[src/rtl/enabler_div_pkg.sv]
// Shared definitions for the enabler_div channel array.
//   - default channel count and divide-ratio width
//   - per-channel FSM state encoding
//   - optional gated-clock output selected by macro ENABLER_GCLK_EN
package enabler_div_pkg;

    localparam int unsigned NCH_DEF  = 4;
    localparam int unsigned DIVW_DEF = 8;

    typedef enum logic {
        ST_IDLE = 1'b0,
        ST_RUN  = 1'b1
    } ch_state_e;

endpackage : enabler_div_pkg

[src/rtl/enabler_div_ch.sv]
// One enabler channel: turns a run-enable level and a divide ratio into a
// registered one-cycle strobe every (div_i+1) cycles.
// Ports:
//   clk_i     system clock
//   reset_L   asynchronous active-low reset
//   enb_i     run enable (level)
//   div_i     divide ratio, sampled only at reload
//   estb_o    registered one-cycle enable strobe
//   active_o  channel is in RUN
//   gclk_o    gated clock (only when ENABLER_GCLK_EN is defined)
module enabler_div_ch
    import enabler_div_pkg::*;
#(
    parameter int unsigned DIVW = DIVW_DEF
) (
    input  logic            clk_i,
    input  logic            reset_L,
    input  logic            enb_i,
    input  logic [DIVW-1:0] div_i,
    output logic            estb_o,
    output logic            active_o
`ifdef ENABLER_GCLK_EN
    ,
    output logic            gclk_o
`endif
);

    ch_state_e       state_q, state_d;
    logic [DIVW-1:0] cnt_q, cnt_d;
    logic            estb_q, estb_d;

    // State, counter and strobe registers
    always_ff @(posedge clk_i or negedge reset_L) begin
        if (!reset_L) begin
            state_q <= ST_IDLE;
            cnt_q   <= '0;
            estb_q  <= 1'b0;
        end else begin
            state_q <= state_d;
            cnt_q   <= cnt_d;
            estb_q  <= estb_d;
        end
    end

    // Next-state: the enable level alone decides between IDLE and RUN
    always_comb begin
        state_d = state_q;
        case (state_q)
            ST_IDLE: if (enb_i)  state_d = ST_RUN;
            ST_RUN:  if (!enb_i) state_d = ST_IDLE;
            default: state_d = ST_IDLE;
        endcase
    end

    // Counter and strobe: strobe on entry and whenever the count expires
    always_comb begin
        estb_d = 1'b0;
        cnt_d  = cnt_q;
        case (state_q)
            ST_IDLE: begin
                cnt_d = '0;
                if (enb_i) begin
                    estb_d = 1'b1;
                    cnt_d  = div_i;
                end
            end
            ST_RUN: begin
                if (!enb_i) begin
                    cnt_d = '0;
                end else if (cnt_q == '0) begin
                    estb_d = 1'b1;
                    cnt_d  = div_i;
                end else begin
                    cnt_d = cnt_q - DIVW'(1);
                end
            end
            default: begin
                cnt_d = '0;
            end
        endcase
    end

    assign estb_o   = estb_q;
    assign active_o = (state_q == ST_RUN);

`ifdef ENABLER_GCLK_EN
    // Latch is transparent while clk is low, so it holds the strobe of the
    // coming high phase steady for the whole phase (no glitch on gclk).
    logic en_lat;

    always_latch begin
        if (!reset_L) begin
            en_lat <= 1'b0;
        end else if (!clk_i) begin
            en_lat <= estb_d;
        end
    end

    assign gclk_o = clk_i & en_lat;
`endif

endmodule : enabler_div_ch

[src/rtl/enabler_div.sv]
// NCH independent enable-strobe generators with per-channel divide ratios.
// Optional gated-clock outputs are built when ENABLER_GCLK_EN is defined.
// Ports:
//   clk      system clock
//   reset_L  asynchronous active-low reset
//   enb      per-channel run enable
//   div      per-channel ratio, channel i at div[i*DIVW +: DIVW]
//   estb     per-channel registered one-cycle strobe, period div_i+1
//   active   per-channel RUN indicator
//   gclk     per-channel gated clock (ENABLER_GCLK_EN only)
module enabler_div
    import enabler_div_pkg::*;
#(
    parameter int unsigned NCH  = NCH_DEF,
    parameter int unsigned DIVW = DIVW_DEF
) (
    input  logic                clk,
    input  logic                reset_L,
    input  logic [NCH-1:0]      enb,
    input  logic [NCH*DIVW-1:0] div,
    output logic [NCH-1:0]      estb,
    output logic [NCH-1:0]      active
`ifdef ENABLER_GCLK_EN
    ,
    output logic [NCH-1:0]      gclk
`endif
);

    // One fully independent channel per enable bit
    for (genvar i = 0; i < int'(NCH); i++) begin : g_ch
        enabler_div_ch #(
            .DIVW(DIVW)
        ) u_ch (
            .clk_i   (clk),
            .reset_L (reset_L),
            .enb_i   (enb[i]),
            .div_i   (div[i*DIVW +: DIVW]),
            .estb_o  (estb[i]),
            .active_o(active[i])
`ifdef ENABLER_GCLK_EN
            ,
            .gclk_o  (gclk[i])
`endif
        );
    end

endmodule : enabler_div

[config.mk]
export PLATFORM = sky130hd
export DESIGN_NAME = enabler_div
export DESIGN_NICKNAME = d
export VERILOG_FILES = /design/src/rtl/enabler_div_pkg.sv /design/src/rtl/enabler_div_ch.sv /design/src/rtl/enabler_div.sv
export SDC_FILE = /design/constraint.sdc
export NUM_CORES = 1
export LEC_CHECK = 0
export ABC_CLOCK_PERIOD_IN_PS = 2800
export BUFFER_PORTS_ARGS = -buffer_cell sky130_fd_sc_hd__buf_2
export CORE_MARGIN = 2
export CORE_UTILIZATION = 54
export CTS_CLUSTER_DIAMETER = 80
export DETAILED_ROUTE_END_ITERATION = 6
export MAX_ROUTING_LAYER = met4
export PLACE_DENSITY = 0.79
export SLEW_MARGIN = 25
export SYNTH_ARGS = -nofsm -noshare
export SYNTH_HDL_FRONTEND = slang
export SYNTH_SLANG_ARGS = --single-unit
[constraint.sdc]
create_clock -name clk -period 2.8 [get_ports clk]
set_clock_uncertainty 0.1 [all_clocks]
set_input_delay 0.14 -clock clk [delete_from_list [all_inputs] [get_ports clk]]
set_output_delay 0.14 -clock clk [all_outputs]
set_load 0.03 [all_outputs]
=== Word-level counts from Yosys, hierarchy flattened ===
Cells that the tools add are included.

* Add/subtract/negate cells: 4
* Multiply operators: 0
* Div/mod/pow operators: 0
* $lt $le $gt $ge: 0
* Equal/unequal tests: 0
* Shifts and indexed selects: 0
* Multiplexer cells: 32
* Bitwise operators: 4
* Reductions and logical operators: 4

{| class="wikitable"
|+ Operators with widths
! kind !! number
|-
| $mux 8 || 12
|-
| $pmux 8 s2 || 4
|-
| $logic_not 8->1 || 4
|-
| $sub 8x1->8 const B || 4
|-
| $mux 1 || 12
|-
| $pmux 1 s2 || 4
|-
| $not 1->1 || 4
|}

* Flip-flop bits (word level): 40
* Bits in latches: 0
* RAM bits: 0
* Memory bits (read-only): 0
* Input bits: 38
* Output and inout bits: 8
* Logic and storage cells: 56
* Memories: 0

=== Longest topological paths before layout ===
Gate-level depths: netlist of run 1.

* Depth in word-level cells: 4
* Depth in mapped cells: 7
* Mapped depth without buffers: 6

=== Modules after synthesis ===
A second synthesis of run 1 with hierarchy kept.

* Cell total of the unflattened synthesis: 204
* Area, all modules: 2,142.1 µm²

{| class="wikitable"
|+ Modules (own cells, without submodules)
! module !! times used !! cells each !! area each (µm²) !! seq. area each (µm²)
|-
| enabler_div_ch || 4 || 51 || 535.5 || 250.2
|}

=== Worst setup path before layout of run 1 ===
No wires, ideal clock.

* Path kind: reg2reg
* Start: register g_ch[0].u_ch.cnt_q[2]
* End: register g_ch[0].u_ch.cnt_q[7]
* Setup time: 122 ps
* Data arrival time: 1,763 ps
* Data required time: 2,578 ps
* Slack: 815 ps
* Stages on the path, launching flop included: 5
* Path buffers: 0
* Clock period less this slack: 1,985 ps
* Path through: dfrtp_1 or4_4 nor4_1 mux2_2 a32o_1

* Word-level cells in the longest chain between the ends: 4
* Elaborated cells between the ends (all ways): 5
* Those cells by class: 1 x add/sub; 3 x mux; 1 x reduce/logical

{| class="wikitable"
|+ Ends and longest elaborated chain
! what !! RTL line !! RTL
|-
| from (decl) || enabler_div_ch.sv:29 || <nowiki>logic [DIVW-1:0] cnt_q, cnt_d;</nowiki>
|-
| from (signal assigned) || enabler_div_ch.sv:40 || <nowiki>cnt_q <= cnt_d;</nowiki>
|-
| $sub 8x1->8 or $logic_not 8->1 (tied branches) || enabler_div_ch.sv:74, enabler_div_ch.sv:70 ||
|-
| $mux 8 (*) || enabler_div_ch.sv:70 || <nowiki>end else if (cnt_q == '0) begin</nowiki>
|-
| $mux 8 (*) || enabler_div_ch.sv:68 || <nowiki>if (!enb_i) begin</nowiki>
|-
| $pmux 8 s2 (*) || enabler_div_ch.sv:59 || <nowiki>case (state_q)</nowiki>
|-
| named net g_ch[0].u_ch.cnt_d[7] || enabler_div_ch.sv:29 ||
|}

The timed path passes the listed nets; every way through them passes the cells marked *.

=== Worst setup path in the final report of run 1 ===
* Start: register g_ch[2].u_ch.cnt_q[3]
* End: register g_ch[2].u_ch.cnt_q[1]

* Word-level cells in the longest chain between the ends: 4

{| class="wikitable"
|+ Ends and longest elaborated chain
! what !! RTL line
|-
| from (decl) || enabler_div_ch.sv:29
|-
| from (signal assigned) || enabler_div_ch.sv:40
|-
| $logic_not 8->1 || enabler_div_ch.sv:70
|-
| $mux 8 || enabler_div_ch.sv:70
|-
| $mux 8 || enabler_div_ch.sv:68
|-
| $pmux 8 s2 || enabler_div_ch.sv:59
|-
| named net g_ch[2].u_ch.cnt_d[1] || enabler_div_ch.sv:29
|}

The timed path passes the listed nets, and every way through them passes these cells.

==> insert_results.sql, run 1 <==
INSERT INTO impl_metrics (metric_group, metric, value, unit) VALUES
('power', 'pwr-share-clk', '21.9', '%'),
('clock_network', 'tritoncts.num_buffers', '5', ''),
('layout', 'area_growth_syn_to_layout', '27.39', '%'),
('sta', 'final.period_utilization', '75.65', '%'),
('synthesis', 'yosys-top-cells-area', 'dfrtp_1 (48%), o2bb2ai_1 (5.4%), xnor2_1 (5.0%)', ''),
('synthesis', 'synth_top_area_share', '47.85', '%'),
('worst_setup_path', 'cp_top_family', 'simple AND/OR/NAND/NOR gates', ''),
('power', 'pwr-share-comb', '31.7', '%'),
('routing', 'via_per_inst', '5.214', ''),
('layout', 'antenna-diode-count', '0', ''),
('floorplan', 'std_cell_rows', '22', ''),
('sta', 'fin_ws', '681.7', 'ps'),
('sta', 'tightestPinTransition', '859.9', 'ps'),
('grt', 'grt_start_max_net_pins', '41', ''),
('sta', 'setup_viol', '0', ''),
('clock_network', 'cts.sink_count', '40', ''),
('grt', 'grt_pass1_vias', '1664', ''),
('power', 'sequentialPowerShare', '46.5', '%'),
('clock_network', 'cts_tree', 'yes', ''),
('grt', 'grt.met1_usage', '26.45', '%'),
('floorplan', 'die_height', '66.24', 'um'),
('synthesis', 'synth_area_per_cell', '10.67', 'um^2'),
('grt', 'gr-usage-met2', '37.00', '%'),
('power', 'total_leakage_power', '1.234', 'nW'),
('routing', 'detailedRoute.firstPassIterationCount', '4', ''),
('worst_setup_path', 'worstPathRequired', '2900', 'ps'),
('floorplan', 'core-area', '3689', 'um^2'),
('worst_setup_path', 'worstSetupPathType', 'reg2reg', ''),
('grt', 'grtUsageMet3', '5.792', '%'),
('clock_network', 'later_pin_clock_latency_in_the_skew_report', '280', 'ps'),
('power', 'power_density', '589.9', 'nW/um^2'),
('place', 'placed_cells_incl_taps', '278', ''),
('worst_setup_path', 'critPathCaptureType', 'flip-flop', ''),
('synthesis', 'seq_area_frac_synth', '47.85', '%'),
('sta', 'max_freq', '472.1', 'MHz'),
('worst_setup_path', 'cpMaxStageDelayCell', 'or4_4', ''),
('worst_setup_path', 'cp-start-kind', 'flip-flop', ''),
('grt', 'gr-total-overflow', '0', ''),
('synthesis', 'synth_fp_nets', '242', ''),
('sta', 'hold_vio_cnt_final', '0', ''),
('layout', 'instances_no_fill', '313', ''),
('floorplan', 'die_area', '4388', 'um^2'),
('sta', 'finalHoldWorstSlack', '21.26', 'ps'),
('min_path', 'holdCritPathClass', 'in2reg', ''),
('worst_setup_path', 'crit_path_max_fanout', '8', ''),
('routing', 'drtIter0Drc', '69', ''),
('grt', 'initial_antenna_violation_count', '0', ''),
('sta', 'rsz0062_at_grt', 'no', ''),
('synthesis', 'yosys.cell_types.count', '35', ''),
('grt', 'top_usage_layer', 'met2', ''),
('grt', 'wire_length_of_the_first_global_routing_pass', '7107', 'um'),
('clock_network', 'post_cts_buffers', '0', ''),
('worst_setup_path', 'cp.buffers_inverters', '0', ''),
('run_status', 'status', 'finished clean', ''),
('power', 'sw_frac_of_total', '31.94', '%'),
('synthesis', 'postSynthRegisterBits', '40', ''),
('clock_network', 'clk_pin_slew', '70', 'ps'),
('place', 'pre_cts_slack', '674.1', 'ps'),
('synthesis', 'syn-instance-count', '196', ''),
('grt', 'track_usage', '21.98', '%'),
('sta', 'finalSetupTns', '0', 'ps'),
('worst_setup_path', 'crit_chain', 'or4_4 > o31a_1 > nor2b_1 > o2bb2ai_1', ''),
('layout', 'drive_gt1_share', '23.02', '%'),
('layout', 'final-seq-area', '1001', 'um^2'),
('floorplan', 'ioPinCount', '46', ''),
('routing', 'antenna_violating_nets_remaining', '0', ''),
('clock_network', 'bufs_on_longest_clock_path', '2', ''),
('synthesis', 'yosysWarningCount', '0', ''),
('sta', 'slew_violations', '0', ''),
('place', 'buffer_ports.inserted', '45', ''),
('layout', 'multi_input_gate_area', '968.4', 'um^2');
[cell families after synthesis]
kind of cell / synth area share, %
buffers and inverters: 6.160
AO/OA/AOI/OAI: 17.35
adder cells (fa/ha/maj): 4.785
multiplexers: 2.512
AND/OR/NAND/NOR: 13.82
flip-flops: 47.85
XOR/XNOR: 7.536
[registers in the layout, summed over array words and instances, names as in the netlist]
| register | count |
|---|---|
| g_ch.u_ch.estb_o | 4 |
| g_ch.u_ch.cnt_q | 32 |
| g_ch.u_ch.active_o | 4 |
[metrics by stage]
| step | total power [mW] | area (um^2) |
|---|---|---|
| 2_1_floorplan | 1.095 | 2092 |
| 3_3_place_gp | 1.191 | 2301 |
| 3_5_place_dp | 1.203 | 2307 |
| 4_1_cts | 1.581 | 2655 |
| 5_1_grt | 1.681 | 2665 |
| 6_report | 1.572 | 2665 |
[repair_timing]
item                      CTS  global route
hold endpoints to repair   66             1
hold buffers               27             1
resized for setup           0             0
[final timing paths]
check / end / slack, ps / depth (start not counted) / start
min reg2reg: g_ch[1].u_ch.cnt_q[6]$_DFF_PN0_ / 370 / 1 / g_ch[1].u_ch.active_o$_DFF_PN0_
max in group asynchronous: g_ch[0].u_ch.cnt_q[7]$_DFF_PN0_ / 1650 / 2 / reset_L
max reg2reg: g_ch[2].u_ch.cnt_q[1]$_DFF_PN0_ / 680 / 4 / g_ch[2].u_ch.cnt_q[3]$_DFF_PN0_
min in group asynchronous: g_ch[0].u_ch.estb_o$_DFF_PN0_ / 400 / 2 / reset_L
min: g_ch[3].u_ch.cnt_q[4]$_DFF_PN0_ / 20 / 2 / div[28]
max: g_ch[2].u_ch.cnt_q[1]$_DFF_PN0_ / 680 / 4 / g_ch[2].u_ch.cnt_q[3]$_DFF_PN0_
[cells in the mapped netlist]
cell type / count
a21oi_1: 6
a31oi_1: 2
a32o_1: 1
a32o_2: 1
and2_1: 1
buf_2: 1
buf_4: 9
clkbuf_1: 1
dfrtp_1: 40
ha_1: 8
inv_1: 14
mux2_2: 2
mux2i_1: 3
nand2_1: 14
nand2b_1: 7
nand3_1: 4
nand4_1: 1
nor2_1: 6
nor2b_1: 6
nor3_1: 5
nor3b_1: 2
nor4_1: 5
o211a_1: 3
o211ai_1: 1
o21a_1: 1
o21ai_0: 13
o22ai_1: 1
o2bb2ai_1: 13
o311ai_2: 2
o31a_1: 1
o32ai_4: 1
or2_2: 1
or4_4: 2
xnor2_1: 12
xor2_1: 6
[layout make-up]
class                   count  area share, %
clock inverters             1         0.1878
well taps                  48          2.254
inverters                  14          1.972
multi-input cells         131          36.34
repair buffers             73          18.97
clock buffers               6          2.723
flip-flops and latches     40          37.56
[layer usage]
layer | routed length [um] | vias to the layer above
met3 | 157 | 2
met1 | 1848 | 775
li1 | - | 819
met4 | 19 | 0
met5 | 0 | -
met2 | 2166 | 36
[placed cells by master (no fill, tap or decap), types with 7 or more instances in the layout]
| cell type | synthesis | final |
|---|---|---|
| buf_2 | 1 | 45 |
| dfrtp_1 | 40 | 40 |
| dlygate4sd3_1 | 0 | 28 |
| ha_1 | 8 | 8 |
| inv_1 | 14 | 14 |
| nand2_1 | 14 | 14 |
| nand2b_1 | 7 | 7 |
| o21ai_0 | 13 | 13 |
| o2bb2ai_1 | 13 | 13 |
| xnor2_1 | 12 | 12 |
[power groups by stage]
stage / registers, mW / clock network, mW / logic [mW]
after floorplan: 0.725 / 0 / 0.371
after global placement: 0.737 / 0 / 0.454
after detailed placement: 0.740 / 0 / 0.463
after CTS: 0.729 / 0.354 / 0.498
after global routing: 0.743 / 0.383 / 0.554
final: 0.731 / 0.344 / 0.498
Note: power is estimated with default switching activity, not from simulation.
==> run 2, diff against run 1 <==
- ABC_CLOCK_PERIOD_IN_PS: 2800 -> 2150
- clock period: 2.8 -> 2.15 ns (I/O delays scaled with it)
==> run 2 against run 1 <==
Net effect:
- setup slack lost 560 ps
- design area grew 3.3%
- critical path depth is the same
- hold slack lost 7.6 ps
- sequential power grew 31%
==> insert_results.sql, run 2 (synthesized netlist as in run 1, its figures left out) <==
INSERT INTO impl_metrics (metric_group, metric, value, unit) VALUES
('worst_setup_path', 'max_stage_delay', '600', 'ps'),
('power', 'power_density', '777.7', 'nW/um^2'),
('min_path', 'holdCritPathClass', 'in2reg', ''),
('routing', 'dr_total_vias', '1698', ''),
('worst_setup_path', 'worst-r2r-cell-count', '4', ''),
('layout', 'largest_register_ff_count', '32', ''),
('worst_setup_path', 'crit-reg2reg-launch', 'g_ch[0].u_ch.cnt_q[2]$_DFF_PN0_', ''),
('layout', 'drive_gt1_share', '24.36', '%'),
('sta', 'max_freq', '492.7', 'MHz'),
('sta', 'tightestPinTransition', '506.3', 'ps'),
('worst_setup_path', 'crit_chain', 'or4_4 > nor4_2 > mux2_2 > a32o_1', ''),
('floorplan', 'std_cell_rows', '22', ''),
('place', 'dp.final_hpwl', '2849', 'um'),
('routing', 'drtIter0Drc', '53', ''),
('run_status', 'status', 'finished clean', ''),
('floorplan', 'core-area', '3689', 'um^2'),
('sta', 'final.period_utilization', '94.41', '%'),
('clock_network', 'clk_pin_slew', '70', 'ps'),
('clock_network', 'clockRootBuffer', 'clkbuf_8', ''),
('sta', 'slew_violations', '0', ''),
('grt', 'grt_start_max_net_pins', '22', ''),
('min_path', 'hold_end', 'g_ch[3].u_ch.cnt_q[5]$_DFF_PN0_', ''),
('layout', 'instances_no_fill', '323', ''),
('worst_setup_path', 'worstPathRequired', '2230', 'ps'),
('worst_setup_path', 'rrSetupSlack', '120', 'ps'),
('routing', 'detailedRoute.firstPassIterationCount', '4', ''),
('sta', 'max_slew_headroom', '66.19', '%'),
('clock_network', 'later_pin_clock_latency_in_the_skew_report', '290', 'ps'),
('layout', 'commonest_non_fill_non_tap_cell_in_the_layout', 'buf_2', ''),
('worst_setup_path', 'cp-startpoint', 'g_ch[0].u_ch.cnt_q[2]$_DFF_PN0_', ''),
('floorplan', 'die_x', '66.24', 'um'),
('worst_setup_path', 'r2r_end', 'g_ch[0].u_ch.cnt_q[7]$_DFF_PN0_', ''),
('min_path', 'worst_hold_path.num_cells', '3', ''),
('clock_network', 'cts.htree.levels', '2', ''),
('routing', 'via_per_inst', '5.257', ''),
('floorplan', 'die_area', '4388', 'um^2'),
('place', 'buffer_ports.inserted', '45', ''),
('power', 'ir_drop', '0.6362', 'mV'),
('layout', 'fillCellCount', '254', ''),
('layout', 'registers.top_by_ff_count', 'g_ch.u_ch.cnt_q', ''),
('worst_setup_path', 'cpMaxStageDelayCell', 'or4_4', ''),
('floorplan', 'floorplan.initialDensity', '56.72', '%'),
('layout', 'num-nets-final', '320', ''),
('grt', 'initial_antenna_violation_count', '0', ''),
('floorplan', 'ioPinCount', '46', ''),
('layout', 'antenna-diode-count', '0', ''),
('grt', 'gr-total-overflow', '0', ''),
('flow_run', 'max_cap_violations', '0', ''),
('sta', 'setup_viol', '0', ''),
('worst_setup_path', 'crit_path_max_fanout', '5', ''),
('sta', 'finalCriticalPeriod', '2030', 'ps'),
('routing', 'drcViolationCount', '0', ''),
('routing', 'route.final.wire_length', '4519', 'um'),
('clock_network', 'bufs_on_longest_clock_path', '2', ''),
('sta', 'hold_vio_cnt_final', '0', ''),
('clock_network', 'tritoncts.num_buffers', '5', ''),
('sta', 'finalSetupTns', '0', 'ps'),
('grt', 'grt_pass1_vias', '1742', ''),
('place', 'routabilityCongestion', '0.7935', ''),
('grt', 'wire_length_of_the_first_global_routing_pass', '7790', 'um'),
('floorplan', 'die_height', '66.24', 'um'),
('worst_setup_path', 'arrival', '2110', 'ps'),
('worst_setup_path', 'worstSetupPathType', 'reg2reg', ''),
('clock_network', 'cts.sink_count', '40', ''),
('sta', 'rsz0062_at_grt', 'no', ''),
('worst_setup_path', 'cp.buffers_inverters', '0', ''),
('layout', 'area_growth_syn_to_layout', '31.58', '%'),
('power', 'total_leakage_power', '1.281', 'nW'),
('worst_setup_path', 'critPathCaptureType', 'flip-flop', ''),
('routing', 'antenna_violating_nets_remaining', '0', ''),
('place', 'placed_cells_incl_taps', '284', ''),
('worst_setup_path', 'cp_top_family', 'simple AND/OR/NAND/NOR gates', ''),
('worst_setup_path', 'cp-start-kind', 'flip-flop', ''),
('clock_network', 'cts_tree', 'yes', ''),
('routing', 'wl_per_cell', '13.99', 'um'),
('layout', 'most-common-layout-cells', 'buf_2 (45), dfrtp_1 (40), dlygate4sd3_1 (31)', ''),
('min_path', 'hp-start', 'div[29]', ''),
('grt', 'track_usage', '24.73', '%');
==> run 2: changes by cell type in the layout (fill, tap and decap cells not counted), sizes merged <==
cell         before  now
clkinv            1    0
dlygate4sd3      28   31
buf              45   51
clkbuf            6    8
==> run 2: how the worst max path moves through the flow <==
stage / depth (start not counted) / to / slack (ps)
finish: 4 / g_ch[0].u_ch.cnt_q[7]$_DFF_PN0_ / 120
global route: 4 / g_ch[0].u_ch.cnt_q[7]$_DFF_PN0_ / 30
CTS: 4 / g_ch[0].u_ch.cnt_q[7]$_DFF_PN0_ / 70
detailed placement: 4 / g_ch[0].u_ch.cnt_q[7]$_DFF_PN0_ / 80
global placement: 4 / g_ch[0].u_ch.cnt_q[7]$_DFF_PN0_ / 130
floorplan: 4 / g_ch[0].u_ch.cnt_q[7]$_DFF_PN0_ / 170
==> run 2: layout make-up <==
cell class / instances / area (um^2) / area share, %
Sequential cell: 40 / 1001 / 36.36
Timing Repair Buffer: 82 / 580.6 / 21.09
Multi-Input combinational cell: 131 / 968.4 / 35.18
Tap cell: 48 / 60.06 / 2.182
Inverter: 14 / 52.55 / 1.909
Clock buffer: 8 / 90.09 / 3.273
==> run 2: power by group <==
part / switching [mW] / total [mW] / leakage [nW] / internal [mW]
clock network: 0.239 / 0.500 / 0.0455 / 0.261
registers: 0.0981 / 0.954 / 0.511 / 0.856
logic: 0.347 / 0.686 / 0.724 / 0.340
total: 0.684 / 2.14 / 1.28 / 1.46
==> run 2: what timing repair did <==
item,4_1_cts,5_1_grt
buffers inserted,0,0
setup endpoints to repair,0,1
resized for setup,0,1
hold buffers,31,0
endpoints found under the hold margin,51,0
==> run 2: routing by layer <==
metal,GRT usage [%],part of all wire [%],vias to the layer above
li1,-,-,839
met1,29.73,44,818
met3,5.792,3.8,8
met4,8.163,1.3,0
met2,41.13,51,33
met5,-,0,-
==> run 2: per-stage QoR <==
| step | setup WS (ps) | hold WS (ps) | cell area (um^2) | total power [mW] | util, % |
|---|---|---|---|---|---|
| global placement | 125.5 | -27.95 | 2346 | 1.569 | 63.60 |
| detailed placement | 77.54 | -17.50 | 2346 | 1.587 | 63.60 |
| finish | 120.3 | 13.69 | 2753 | 2.141 | 74.63 |
| global route | 33.85 | 21.94 | 2753 | 2.296 | 74.63 |
| floorplan | 165.1 | -288.1 | 2092 | 1.426 | - |
| CTS | 68.61 | 9.673 | 2746 | 2.135 | 74.46 |
==> run 2: worst reg2reg max path: stages, from the launching register on <==
cell     delay [ps]
dfrtp_1         430
or4_4           600
nor4_2          180
mux2_2          360
a32o_1          260
